## src/rtl/spi_pkg.sv

```systemverilog
// Shared SPI slave definitions: bus mode, select polarity, synchroniser depth
// and the transfer state encoding.
package spi_pkg;

  localparam logic [1:0]  SPI_MODE0   = 2'b00;  // {CPOL, CPHA}
  localparam logic        SEL_ACTIVE  = 1'b0;
  localparam int unsigned SYNC_STAGES = 2;

  typedef enum logic [1:0] {
    IDLE  = 2'd0,
    SHIFT = 2'd1,
    DONE  = 2'd2
  } spi_state_e;

endpackage

```

## src/rtl/spi_sync_edge.sv

```systemverilog
// Multi-flop synchroniser for one asynchronous pin, followed by an extra flop
// that turns level changes into single-cycle rise/fall strobes.
module spi_sync_edge
  import spi_pkg::*;
#(
  parameter int unsigned STAGES    = SYNC_STAGES,
  parameter logic        RESET_VAL = 1'b0
) (
  input  logic clk_i,
  input  logic rst_i,
  input  logic d_i,
  output logic level_o,
  output logic rise_o,
  output logic fall_o
);

  logic [STAGES-1:0] sync_q, sync_d;
  logic              edge_q, edge_d;

  always_comb begin
    sync_d = {sync_q[STAGES-2:0], d_i};
    edge_d = sync_q[STAGES-1];
  end

  always_ff @(posedge clk_i) begin
    if (rst_i) begin
      sync_q <= {STAGES{RESET_VAL}};
      edge_q <= RESET_VAL;
    end else begin
      sync_q <= sync_d;
      edge_q <= edge_d;
    end
  end

  assign level_o = sync_q[STAGES-1];
  assign rise_o  = sync_q[STAGES-1] & ~edge_q;
  assign fall_o  = ~sync_q[STAGES-1] & edge_q;

endmodule

```

## src/rtl/spi_slave.sv

```systemverilog
// Mode-0 SPI slave oversampled on slave_clk_i: one-entry RX buffer with
// valid/ready toward the command logic, one-entry TX buffer returned per word.
module spi_slave
  import spi_pkg::*;
#(
  parameter int unsigned WIDTH = 8,
  parameter int unsigned CT    = $clog2(WIDTH)
) (
  input  logic             slave_clk_i,
  input  logic             reset_i,
  input  logic             sclk_i,
  input  logic             mosi_i,
  input  logic             slave_sel_i,
  output logic             miso_o,
  output logic             slave_ready_o,
  output logic [WIDTH-1:0] rx_data_o,
  output logic             rx_valid_o,
  input  logic             rx_ready_i,
  input  logic [WIDTH-1:0] tx_data_i,
  input  logic             tx_valid_i,
  output logic             tx_ready_o,
  output logic             overrun_o,
  output logic             abort_o
);

  logic sclk_lvl, sclk_rise_raw, sclk_fall_raw;
  logic mosi_lvl, mosi_rise, mosi_fall;
  logic sel_lvl, sel_rise, sel_fall;

  spi_sync_edge #(.STAGES(SYNC_STAGES), .RESET_VAL(1'b0)) u_sclk_sync (
    .clk_i(slave_clk_i), .rst_i(reset_i), .d_i(sclk_i),
    .level_o(sclk_lvl), .rise_o(sclk_rise_raw), .fall_o(sclk_fall_raw)
  );

  spi_sync_edge #(.STAGES(SYNC_STAGES), .RESET_VAL(1'b0)) u_mosi_sync (
    .clk_i(slave_clk_i), .rst_i(reset_i), .d_i(mosi_i),
    .level_o(mosi_lvl), .rise_o(mosi_rise), .fall_o(mosi_fall)
  );

  spi_sync_edge #(.STAGES(SYNC_STAGES), .RESET_VAL(~SEL_ACTIVE)) u_sel_sync (
    .clk_i(slave_clk_i), .rst_i(reset_i), .d_i(slave_sel_i),
    .level_o(sel_lvl), .rise_o(sel_rise), .fall_o(sel_fall)
  );

  logic unused_sync;
  assign unused_sync = ^{sclk_lvl, mosi_rise, mosi_fall};

  logic sel_active, sel_assert, sel_deassert, sclk_rise, sclk_fall;
  assign sel_active   = (sel_lvl == SEL_ACTIVE);
  assign sel_assert   = (SEL_ACTIVE == 1'b0) ? sel_fall : sel_rise;
  assign sel_deassert = (SEL_ACTIVE == 1'b0) ? sel_rise : sel_fall;
  assign sclk_rise    = sclk_rise_raw & sel_active;
  assign sclk_fall    = sclk_fall_raw & sel_active;

  spi_state_e       state_q, state_d;
  logic [CT-1:0]    cnt_q, cnt_d;
  logic [WIDTH-1:0] rx_sh_q, rx_sh_d, tx_sh_q, tx_sh_d;
  logic [WIDTH-1:0] rx_data_q, rx_data_d, tx_buf_q, tx_buf_d;
  logic             rx_valid_q, rx_valid_d, tx_ready_q, tx_ready_d;
  logic             miso_q, miso_d, slave_ready_q, slave_ready_d;
  logic             overrun_q, overrun_d, abort_q, abort_d;
  logic             load_tx;

  always_comb begin
    state_d    = state_q;
    cnt_d      = cnt_q;
    rx_sh_d    = rx_sh_q;
    tx_sh_d    = tx_sh_q;
    miso_d     = miso_q;
    rx_data_d  = rx_data_q;
    rx_valid_d = rx_valid_q;
    tx_buf_d   = tx_buf_q;
    tx_ready_d = tx_ready_q;
    overrun_d  = 1'b0;
    abort_d    = 1'b0;
    load_tx    = 1'b0;

    if (rx_valid_q && rx_ready_i) rx_valid_d = 1'b0;

    unique case (state_q)
      IDLE: begin
        miso_d = 1'b0;
        if (sel_assert) begin
          load_tx = 1'b1;
          cnt_d   = '0;
          state_d = SHIFT;
        end
      end
      SHIFT: begin
        if (sel_deassert) begin
          // A zero-bit word (select released right after a completed word) is not a partial word.
          abort_d = (cnt_q != '0);
          miso_d  = 1'b0;
          cnt_d   = '0;
          state_d = IDLE;
        end else if (sclk_rise) begin
          rx_sh_d = {rx_sh_q[WIDTH-2:0], mosi_lvl};
          cnt_d   = cnt_q + CT'(1);
          if (cnt_q == CT'(WIDTH - 1)) state_d = DONE;
        end else if (sclk_fall && cnt_q != '0) begin
          tx_sh_d = tx_sh_q << 1;
          miso_d  = tx_sh_q[WIDTH-2];
        end
      end
      DONE: begin
        if (!rx_valid_q || rx_ready_i) begin
          rx_data_d  = rx_sh_q;
          rx_valid_d = 1'b1;
        end else begin
          overrun_d = 1'b1;
        end
        if (sel_active) begin
          load_tx = 1'b1;
          cnt_d   = '0;
          state_d = SHIFT;
        end else begin
          miso_d  = 1'b0;
          state_d = IDLE;
        end
      end
      default: state_d = IDLE;
    endcase

    if (load_tx) begin
      tx_sh_d    = tx_ready_q ? '0 : tx_buf_q;
      miso_d     = tx_sh_d[WIDTH-1];
      tx_ready_d = 1'b1;
    end
    if (tx_valid_i && tx_ready_q) begin
      tx_buf_d   = tx_data_i;
      tx_ready_d = 1'b0;
    end

    slave_ready_d = (state_q == IDLE) && !rx_valid_q && !sel_active;
  end

  always_ff @(posedge slave_clk_i) begin
    if (reset_i) begin
      state_q       <= IDLE;
      cnt_q         <= '0;
      rx_sh_q       <= '0;
      tx_sh_q       <= '0;
      miso_q        <= 1'b0;
      rx_data_q     <= '0;
      rx_valid_q    <= 1'b0;
      tx_buf_q      <= '0;
      tx_ready_q    <= 1'b1;
      slave_ready_q <= 1'b0;
      overrun_q     <= 1'b0;
      abort_q       <= 1'b0;
    end else begin
      state_q       <= state_d;
      cnt_q         <= cnt_d;
      rx_sh_q       <= rx_sh_d;
      tx_sh_q       <= tx_sh_d;
      miso_q        <= miso_d;
      rx_data_q     <= rx_data_d;
      rx_valid_q    <= rx_valid_d;
      tx_buf_q      <= tx_buf_d;
      tx_ready_q    <= tx_ready_d;
      slave_ready_q <= slave_ready_d;
      overrun_q     <= overrun_d;
      abort_q       <= abort_d;
    end
  end

  assign miso_o        = miso_q;
  assign slave_ready_o = slave_ready_q;
  assign rx_data_o     = rx_data_q;
  assign rx_valid_o    = rx_valid_q;
  assign tx_ready_o    = tx_ready_q;
  assign overrun_o     = overrun_q;
  assign abort_o       = abort_q;

endmodule
```

## config.mk

```make
export PLATFORM = sky130hd
export DESIGN_NAME = spi_slave
export DESIGN_NICKNAME = d
export VERILOG_FILES = /design/src/rtl/spi_pkg.sv /design/src/rtl/spi_sync_edge.sv /design/src/rtl/spi_slave.sv
export SDC_FILE = /design/constraint.sdc
export NUM_CORES = 1
export LEC_CHECK = 0
export ABC_CLOCK_PERIOD_IN_PS = 1700
export CORE_ASPECT_RATIO = 0.8
export CORE_MARGIN = 10
export CORE_UTILIZATION = 50
export DETAILED_ROUTE_END_ITERATION = 6
export HOLD_SLACK_MARGIN = 0.02
export PLACE_DENSITY = 0.74
export SYNTH_ARGS = -nofsm -noshare
export SYNTH_HDL_FRONTEND = slang
export SYNTH_SLANG_ARGS = --single-unit
```

## constraint.sdc

```tcl
create_clock -name slave_clk_i -period 1.7 [get_ports slave_clk_i]
set_input_delay 0.34 -clock slave_clk_i [delete_from_list [all_inputs] [get_ports slave_clk_i]]
set_output_delay 0.34 -clock slave_clk_i [all_outputs]
set_load 0.01 [all_outputs]
```

# ---- After elaboration in Yosys (flattened, before gate mapping)
# Cells that the tools add are included.
dict set report word_totals {
  elab_cells 97
  inputBits 15
  output_inout_bits 14
  reg_bits 50
}
dict set report classes {
  n_eq_ne 12
  reduce_logical 22
  addsub 1
  mux 32
  n_bitwise 13
}
# operator count
set op_table {}
lappend op_table {{7-bit two-way mux} 5}
lappend op_table {{1-bit two-way mux} 14}
lappend op_table {{3-bit two-way mux} 4}
lappend op_table {{4-bit AND reduction} 3}
lappend op_table {{3-bit case mux with 3 select lines} 1}
lappend op_table {{2-bit two-way mux} 4}
lappend op_table {{8-bit two-way mux} 1}
lappend op_table {{4-bit inequality test (second input constant)} 2}
lappend op_table {{1-bit inverter} 7}
lappend op_table {{1-bit bitwise AND} 6}
lappend op_table {{3-bit inequality test (second input constant)} 2}
lappend op_table {{2-bit case mux with 3 select lines} 1}
lappend op_table {{3-bit AND reduction} 2}
lappend op_table {{2-bit nonzero test} 3}
lappend op_table {{3-bit nonzero test} 2}
lappend op_table {{1-bit logical AND} 5}
lappend op_table {{2-bit by 1-bit inequality test with 1-bit output (second input constant)} 2}
lappend op_table {{2-bit inequality test (second input constant)} 2}
lappend op_table {{4-bit nonzero test} 1}
lappend op_table {{3-bit by 1-bit adder with 3-bit output (second input constant)} 1}
lappend op_table {{3-bit equality test (second input constant)} 1}
lappend op_table {{3-bit by 2-bit inequality test with 1-bit output (second input constant)} 1}
lappend op_table {{1-bit case mux with 3 select lines} 1}
lappend op_table {{3-bit OR reduction} 1}
lappend op_table {{8 further kinds} 8}

# ---- Logic depth before layout (Yosys ltp)
dict set report depth {
  ltp_word 9
  ltp_mapped 7
  mapped_depth_nobuf 6
}

# ---- Modules after synthesis
# A second synthesis with hierarchy kept.
dict set report unflattened {
  hier_cells 214
  area_unflattened_um2 2013.2
}
# mod area_per_inst_um2 seq_area_each_um2 n_inst cells_each
set modules_own_cells {}
lappend modules_own_cells {spi_slave 1737.9 840.8 1 190}
lappend modules_own_cells {{spi_sync_edge at u_mosi_sync ...} 91.3 60.1 2 8}
lappend modules_own_cells {{spi_sync_edge at u_sel_sync} 92.6 60.1 1 8}

# ---- Worst setup path after synthesis
# OpenSTA, ideal clock, no wires.
dict set report synth_path {
  path_type {register to register}
  startpoint {register state_q[1]}
  endpoint {register cnt_q[1]}
  path_stages_with_launch 7
  t_required_ps 1568
  path_buffers 2
  setup_time_ps 132
  period_less_slack_ps 1320
  setup_slack_ps 380
  t_arrival_ps 1187
  path_cell_list {dfxtp_1 > or2_1 > and2_4 > buf_6 > buf_6 > o2111ai_1 > a21oi_1}
}
dict set report synth_between {
  elab_chain_cells 3
  word_cells_on_any_way 9
  classes_between {5 x eq/ne; 1 x mux; 3 x reduce/logical}
}
# item line_no
set synth_lines {}
lappend synth_lines {{start: declaration} spi_slave.sv:55} ;# spi_state_e state_q, state_d;
lappend synth_lines {{start signal: assignment} spi_slave.sv:152} ;# state_q <= state_d;
lappend synth_lines {{2-bit by 1-bit equality test with 1-bit output, or another cell as far along} spi_slave.sv:80} ;# unique case (state_q)
lappend synth_lines {{3-bit inequality test (no source line), or another cell as far along} -}
lappend synth_lines {{4-bit AND reduction (no source line)} -}
lappend synth_lines {{end signal: assignment} spi_slave.sv:153} ;# cnt_q <= cnt_d;
lappend synth_lines {{end: declaration} spi_slave.sv:56} ;# logic [CT-1:0] cnt_q, cnt_d;
# Parallel ways exist; a longest one is shown, timed or not.
# A chain may end at the register's enable or synchronous reset.

# ---- Worst setup path in the final report
dict set report layout_path {
  startpoint {register rx_valid_q, in the netlist rx_valid_o}
  endpoint {output port rx_valid_o}
}
# item line_no
set layout_lines {}
lappend layout_lines {{start: declaration} spi_slave.sv:59} ;# logic rx_valid_q, rx_valid_d, tx_ready_q, tx_ready_d;
lappend layout_lines {{start signal: assignment} spi_slave.sv:158} ;# rx_valid_q <= rx_valid_d;
lappend layout_lines {{end: declaration} spi_slave.sv:17} ;# output logic rx_valid_o,
# No word-level cell between the ends.

==> results <==
- The worst stage delay on the critical path is 0.55 ns.
- The via count of the first global-routing pass came to 1507.
- Yosys mapped the design onto 32 distinct sky130hd cell types.
- The number of violations reported at the end of detailed-routing iteration 0 is 101.
- The number of antenna violations at the first check in global routing came to 0.
- The number of max-cap violations is 0.
- Gates resized during post-CTS repair numbered 0.
- The number of search-and-repair iterations in the first detailed-routing pass is 4.
- The flow ran to the end, and the final reports show no timing, DRC or antenna violations.
- The sum of overflow across all layers after global routing is 0.
- The TritonCTS buffer count is 5.
- For this run, the register share of the synthesized area comes to 0.505.
- STA puts the critical path data arrival time at 1.21 ns.
- By area the synthesized netlist is led by sky130_fd_sc_hd__dfxtp_1, sky130_fd_sc_hd__a21oi_1, sky130_fd_sc_hd__nand3_1.
- The first global-routing pass estimated 6850 um of wire.
- Pin placement for this block handled 29 I/O pins.
- The overall die height is 76.3 um.
- The number of hold-slack violations in the final timing report is 0.
- The largest net degree at the start of global routing is 51.
- For the pin with the worst max-slew slack, the measured transition is 0.460 ns.
- Relative to the synthesized area, the layout overhead comes to 21.9%.
- The total leakage power is 0.000896 uW.
- The count of nets left with antenna violations once routing finished came out at 0.
- Setup violations remaining at the end of the flow were counted as 0.
- The total of fill cells in the finished design is 341.
- The share of synthesized area in the top cell type comes to 0.505.
- The cell family contributing the most delay on the critical path is buffers and inverters.
- The max-slew violation count is 0.
- The startpoint type of the worst setup path is a flop.
- The mapped netlist covers 0.00198 mm2.
- The total number of H-tree levels is 2.
- The floorplan has 20 rows.
- The number of remaining DRC errors is 0.
- The initial utilization of the core area, before any placement, comes to 0.521.
- Post-CTS timing repair inserted 0 buffers for setup.
- The congestion estimate from routability-driven global placement came to 0.805.
- In this run the deepest clock path goes through 2 buffers.
- The average detailed-routed wire length per instance is 12.9 um.
- The total negative setup slack is 0 ns.
- Setup repair after global routing left no endpoint under its margin.
- The global routing usage summed across all routing layers is 0.117.
- By startpoint and endpoint, the worst setup path is classified as reg2out.
- The clock tree from TritonCTS is done.
- The signal on the critical path passes through clkdlybuf4s50_1.
- The number of buffers and inverters on the critical path is 1.
- The worst clock skew on the final layout is 0.00674 ns.
- The total number of clock tree sinks is 50.
- The cell taking the most area after synthesis is sky130_fd_sc_hd__dfxtp_1.
- In this run, post-CTS hold repair placed 0 buffers.
- Across all hold checks on the routed design, the worst slack comes to 0.416 ns.
- The clock-pin transition on the worst setup and hold timing paths is 0.10 ns.
- The full die area is 0.00690 mm2.
- At the later pin of the worst-skew pair, clock insertion delay measures 0.31 ns.
- The quantity of I/O buffers inserted on ports is 28.
- On the critical path, the stage with the largest delay is an instance of sky130_fd_sc_hd__clkdlybuf4s50_1.
- Counting every instance in the synthesized netlist gives 221.
- The final critical delay including setup and external delays is 1.55 ns.
- The total inserted antenna cells is 0.
- The highest achievable clock rate is 645 MHz.
- At the worst endpoint, the required time is 1.36 ns.
- The die is 90.4 um wide.
- Across the whole layout, storage elements account for 0.00100 mm2.
- CTS placed an instance of sky130_fd_sc_hd__clkbuf_8 at the clock tree root.
- The area occupied by multi-input gates is 877 um2.
- A synthesized cell averages 8.97 um2.
- The routed layout has 1589 vias.
- The detailed-route vias per instance is 5.24.
- For this run, the number of Yosys warnings is 0.
- The maximum VDD drop is 671 uV.
- Dividing the final minimum period by the clock period gives 0.912.
- For this block, the routed nets add up to 3920 um of wire.
- The worst relative slew slack is 0.692.
- Detailed placement ended at an HPWL of 2720 um.
- After synthesis the netlist holds a flip-flop and latch count of 50.
- The core region area is 0.00380 mm2.
- The post-synth net total is 239.
- The kind of end point of the critical path is an output pin.
- In this run the power density over the cells is 867 mW/mm2.
- Of all nets on the critical path, the largest fanout is 3.
- The utilization after layout is 0.636.
- The path class of the tightest hold or removal check is reg2reg.
- The number of nets in the layout is 265.
- The share of post-route cells with drive strength above 1 is 0.0927.
Yosys cell counts (all sizes together):
master / number
a21bo: 1
a21oi: 23
a221oi: 1
a311oi: 6
and2: 1
and2b: 2
and4: 1
buf: 7
clkbuf: 9
dfxtp: 50
ha: 3
inv: 5
mux2i: 8
nand2: 28
nand2b: 6
nand3: 22
nand3b: 7
nand4: 1
nor2: 12
nor2b: 5
nor3: 8
nor3b: 1
nor4: 2
o2111ai: 2
o21ai: 4
o31a: 1
or2: 4
or2b: 1
where the power goes:
part	internal, uW	switching, uW
registers	1200	17.4
logic	83.2	80.7
clock network	297	415
metrics by stage:
stage	instances	total power (uW)	worst slack, ns	instance area [um2]
CTS	303	2110	0.124	2420
global placement	295	1410	0.182	2320
global route	303	2170	0.0457	2420
detailed placement	295	1410	0.158	2320
floorplan	221	1340	0.380	1980
finish	303	2100	0.150	2420
state kept, by name, summed over array words and instances, names as in the netlist, 3 cells and up:
signal / cells
rx_sh_q: 8
tx_sh_q: 7
rx_data_o: 8
cnt_q: 3
tx_buf_q: 8
final cells by class:
class / instances / share of cell area
well taps: 55 / 0.0285
inverters: 5 / 0.00776
repair buffers: 35 / 0.148
flip-flops and latches: 50 / 0.414
multi-input cells: 150 / 0.363
clock buffers: 5 / 0.0285
clock inverters: 3 / 0.0104
cells by family after synthesis:
family | share of synthesized area
simple gates | 0.262
flops | 0.505
compound gates | 0.121
buf+inv | 0.0530
mux | 0.0404
fa+ha+maj | 0.0189
layout by cell type (no fill, tap or decap), types with 2 or more instances in the layout:
master                            count
sky130_fd_sc_hd__nand3_1             22
sky130_fd_sc_hd__nor4_1               2
sky130_fd_sc_hd__nand3b_1             7
sky130_fd_sc_hd__mux2i_1              8
sky130_fd_sc_hd__buf_12               2
sky130_fd_sc_hd__o21ai_0              4
sky130_fd_sc_hd__nand2b_1             6
sky130_fd_sc_hd__buf_4                5
sky130_fd_sc_hd__o2111ai_1            2
sky130_fd_sc_hd__clkdlybuf4s50_1     28
sky130_fd_sc_hd__or2_2                3
sky130_fd_sc_hd__nor2_1              12
sky130_fd_sc_hd__inv_1                5
sky130_fd_sc_hd__nand2_1             28
sky130_fd_sc_hd__nor2b_1              5
sky130_fd_sc_hd__ha_1                 3
sky130_fd_sc_hd__dfxtp_1             50
sky130_fd_sc_hd__a21oi_1             23
sky130_fd_sc_hd__clkbuf_8             5
sky130_fd_sc_hd__a311oi_1             6
sky130_fd_sc_hd__nor3_1               8
routing by layer:
metal	up-vias	part of all wire	track usage
met3	7	0.044	0.0374
li1	814	-	-
met4	0	0.021	0.0571
met2	33	0.43	0.170
met5	-	0	0
met1	735	0.50	0.151
worst paths after layout:
kind	startpoint	to	slack [ns]	depth (start not counted)
worst max register to register	cnt_q[0]$_SDFFE_PP0P_	tx_sh_q[1]$_SDFFE_PP0P_	0.16	6
worst min-delay path	u_sel_sync.sync_q[0]$_SDFF_PP1_	u_sel_sync.sync_q[1]$_SDFF_PP1_	0.42	1
worst max-delay path	rx_valid_o$_SDFF_PP0_	rx_valid_o	0.15	1
worst min register to register	u_sel_sync.sync_q[0]$_SDFF_PP1_	u_sel_sync.sync_q[1]$_SDFF_PP1_	0.42	1
Note: power is estimated with default switching activity, not from simulation.
==> RTL edit 1 (same settings) <==
Reset style: asynchronous (`reset_i` and `rst_i`), changed in 2 clocked blocks.
--- a/src/rtl/spi_sync_edge.sv
+++ b/src/rtl/spi_sync_edge.sv
@@ -24,3 +24,3 @@
 
-  always_ff @(posedge clk_i) begin
+  always_ff @(posedge clk_i or posedge rst_i) begin
     if (rst_i) begin
--- a/src/rtl/spi_slave.sv
+++ b/src/rtl/spi_slave.sv
@@ -136,3 +136,3 @@
 
-  always_ff @(posedge slave_clk_i) begin
+  always_ff @(posedge slave_clk_i or posedge reset_i) begin
     if (reset_i) begin
Behaviour: differs if reset_i is asserted again (counterexample within 4 cycles, from zero or initial values and one cycle with reset_i high); with reset_i held inactive, the same outputs for 10 cycles.
==> RTL edit 1 against the original RTL <==
- die area shrank 0.76%
- largest cell class unchanged
- sequential cell count unchanged
- global-route usage up 0.20 points
- setup slack lost 0.044 ns
- utilization up 1.6 points
- fmax decreased by 2.8%
- routed wire length shrank 4.4%
- design area is 2.5% higher
- critical endpoint is now tx_sh_q[1]$_DFFE_PP0P_
- area after synthesis fell by 1.0%
Power is not compared: it rests on default switching activity, and its combinational part moved more than twofold at a synthesized area within 25%.
==> RTL edit 1: results (changes against the original RTL) <==
status=finished, final reports clean; met3 GRT Util=4.72% (+0.98 points); Placed Cells=229 (-22%); antenna-violating nets left=0 (unchanged); commonest cells in the netlist=dfrtp_1, mux2_2, nand2_1; fraction of registers with async set or reset after synthesis=100% (+100 points); Crit. Startpoint=state_q[0]$_DFFE_PP0P_; Initial DRC Count=76 (-25%); leakage=1.15 nW; CP max FO=10 (+7); initial antenna violation count=0 (unchanged); Net Switching=0.740 mW; pre-CTS setup slack=-0.0161 ns (-0.175 ns); DRT Wirelength=3.75 mm (-4.4%); Nets=199 (-25%); post-synthesis compound-gate area fraction=6.88% (-5.2 points); Max Clock Skew=0.00870 ns (+0.00195 ns); largest net degree at the start of global routing=26 (-49%); clk slew on worst S/H paths=0.09 ns; post-CTS sizing=2 (+2); diodes inserted=0 (unchanged); combinational power=0.489 mW; RD Place Congestion=0.790 (-1.9%); met2 wire length=1.86 mm (+9.9%); Synth Area in XOR/XNOR=0% (unchanged); top_reg_cell synth=dfrtp_1; fraction of layout cells with a size suffix above 1=27.5% (+18 points); CTS Buf Count=5 (unchanged); Post-DP Area=0.00234 mm^2 (+0.75%); final non-filler cell total=237 (-22%); CP arrival=1.79 ns (+0.58 ns); register area share after synthesis=64.0% (+14 points); vias in the first global route=1391 (-7.7%); gr usage total=11.9% (+0.20 points); IO buf count=28 (unchanged); CTS HTree Levels=2 (unchanged); switching share of power=25.1%; wire length on met3=183 um (+6.4%); Hold Path Class=in2async; Global Route met2 Usage=19.1% (+2.0 points); sequential group share of total power=53.5%; uppermost routed layer=met4; count of cell types in the netlist=28 (-13%); adder-cell area share of the yosys netlist=1.91% (+0.019 points); Vias per Instance=5.22 (-0.47%); Synth area leaders=dfrtp_1, mux2_2, dfstp_2; worst rel slew slack=71.9% (+2.7 points); Mapped Avg Cell Area=13.8 um^2 (+54%); setup TNS=0 ns (unchanged); post-synthesis mux area share=14.8% (+11 points); final hold slack=0.211 ns (-0.205 ns); TritonRoute pass-1 iters=4 (unchanged); Fmax=627 MHz (-2.8%); grt met1 use=13.9% (-1.2 points); Peak VDD IR=662 uV; worst skew pair latency=0.31 ns (about the same); HPWL Detailed=2.75 mm (+1.0%); Synth Net Count=160 (-33%); Post-Route M1 WL=1.61 mm (-19%); first-pass GRT wire length=6.62 mm (-3.4%)
RTL edit 1: final cells by class:
type | instances | area, um^2
Clock buffer | 6 | 82.6
Clock inverter | 2 | 38.8
Sequential cell | 50 | 1260
Inverter | 5 | 18.8
Multi-Input combinational cell | 85 | 688
Timing Repair Buffer | 34 | 324
Fill cell | 294 | 1330
Tap cell | 55 | 68.8
RTL edit 1: critical path, cell delays in order (launching register included):
cell and delay (ns):
dfrtp_1 0.44, or2_1 0.27, o21bai_2 0.29, and3_1 0.22, a221o_1 0.26
RTL edit 1: final timing paths:
check,endpoint,depth (start not counted)
max,tx_sh_q[1]$_DFFE_PP0P_,4
min,tx_buf_q[1]$_DFFE_PP0P_,2
max reg2reg,tx_sh_q[1]$_DFFE_PP0P_,4
min reg2reg,u_sclk_sync.sync_q[1]$_DFF_PP0_,0
max in group asynchronous,tx_ready_o$_DFFE_PP1P_,3
min in group slave_clk_i,u_sclk_sync.sync_q[1]$_DFF_PP0_,0
==> RTL edit 2 (same settings) <==
Made on the original files. Change the parameter `WIDTH` from 8 to 4.
--- a/src/rtl/spi_slave.sv
+++ b/src/rtl/spi_slave.sv
@@ -5,3 +5,3 @@
 #(
-  parameter int unsigned WIDTH = 8,
+  parameter int unsigned WIDTH = 4,
   parameter int unsigned CT    = $clog2(WIDTH)
Interface: changed (resized rx_data_o and tx_data_i); port bits go from 29 to 21. The function was not compared with the original's and may differ.
==> RTL edit 2 against the original RTL <==
- the flow now finishes with violations (setup timing)
- setup slack got worse by 0.25 ns
- first-iteration DRC count fell by 15%
- area after synthesis shrank 36%
- cell count fell by 32%
- total power decreased by 36%
- sequential cell count shrank 17
- routed wire length shrank 27%
- sequential share of layout area down 1.5 points
- non-clock buffer count shrank 5
- design area is 31% lower
- count of clock-buffer cells in the layout is 3 higher
- critical path type is now reg2reg
- largest cell class unchanged
- largest power group unchanged
- highest routed layer unchanged
==> RTL edit 2: results (changes against the original RTL) <==
largest net degree at the start of global routing=33 (-35%); Reg2Reg Depth=7 (+1); Slew @ Worst Pin=0.362 ns (-0.0978 ns); Vias per Instance=5.17 (-1.4%); Global Route met2 Usage=19.6% (+2.6 points); first-pass GRT wire length=4.57 mm (-33%); count of cell types in the netlist=29 (-9.4%); gr usage total=11.4% (-0.25 points); slack of the critical path=-0.0965 ns (-0.247 ns); failing checks=setup timing; Max Clock Skew=0.00288 ns (-0.00386 ns); Synth area leaders=dfxtp_1, a21oi_1, nand2_1; Net Switching=0.311 mW (-39%); Post-DP Area=0.00157 mm^2 (-32%); vias in the first global route=1031 (-32%); fraction of layout cells with a size suffix above 1=17.8% (+8.5 points); Hold EP=u_mosi_sync.sync_q[1]$_SDFF_PP0_; worst hold start=u_mosi_sync.sync_q[0]$_SDFF_PP0_; CP max FO=5 (+2); register area share after synthesis=52.0% (+1.5 points); leakage=0.638 nW (-29%); status=complete, but fails checks; Nets=181 (-32%); RD Place Congestion=0.761 (-5.5%); final setup fails=3 (+3); commonest cells in the netlist=dfxtp_1, nand2_1, a21oi_1; r2r setup slk=-0.1 ns (-0.26 ns); worst setup path end=tx_sh_q[0]$_SDFFE_PP0P_; fill count=219 (-36%)
[RTL edit 2: cell count changes after synthesis, sizes merged, moves of 2 or more]
cell | unedited run | this run
a21oi | 23 | 13
nand3b | 7 | 1
nand3 | 22 | 10
buf | 7 | 0
and2b | 2 | 0
o2111ai | 2 | 0
dfxtp | 50 | 33
mux2i | 8 | 4
nor2b | 5 | 7
nand2 | 28 | 14
nor3 | 8 | 3
clkbuf | 9 | 5
a311oi | 6 | 2
nand2b | 6 | 4
[RTL edit 2: worst max-delay path, cell delays in order (launching register included)]
cell and delay (ns):
dfxtp_2 0.35, inv_2 0.04, ha_4 0.15, or4b_4 0.52
o32ai_4 0.29, buf_4 0.17, a2bb2oi_2 0.12, nor2_1 0.05
[RTL edit 2: repair_timing]
| item | 4_1_cts | 5_1_grt |
|---|---|---|
| setup endpoints to repair | 3 | 3 |
| gates resized for setup | 6 | 2 |
| setup buffers | 0 | 2 |
| cloned | 0 | 0 |
| pin swaps | 1 | 0 |
[RTL edit 2: cells by family after synthesis]
kind of cell	Yosys count	share of synthesized area (%)
AOI/OAI and AO/OA	24	13.3
adders and majority gates	2	1.97
buffers and inverters	10	2.95
DFF	33	52.0
muxes	4	3.15
and+or+nand+nor	63	26.7
[RTL edit 2: final cells by class]
type,instances,area [um^2],share of cell area (%)
timing repair buffer,30,288,17.3
sequential,33,663,39.9
inverter,5,18.8,1.13
clock buffer,8,48.8,2.94
tap,36,45.0,2.71
multi-input combinational,93,597,35.9
[RTL edit 2: routing by layer]
layer  up-vias  part of all wire (%)
li1        533                     -
met1       492                    42
met2        29                    50
met3         6                   6.2
met4         0                   1.6
met5         -                     0
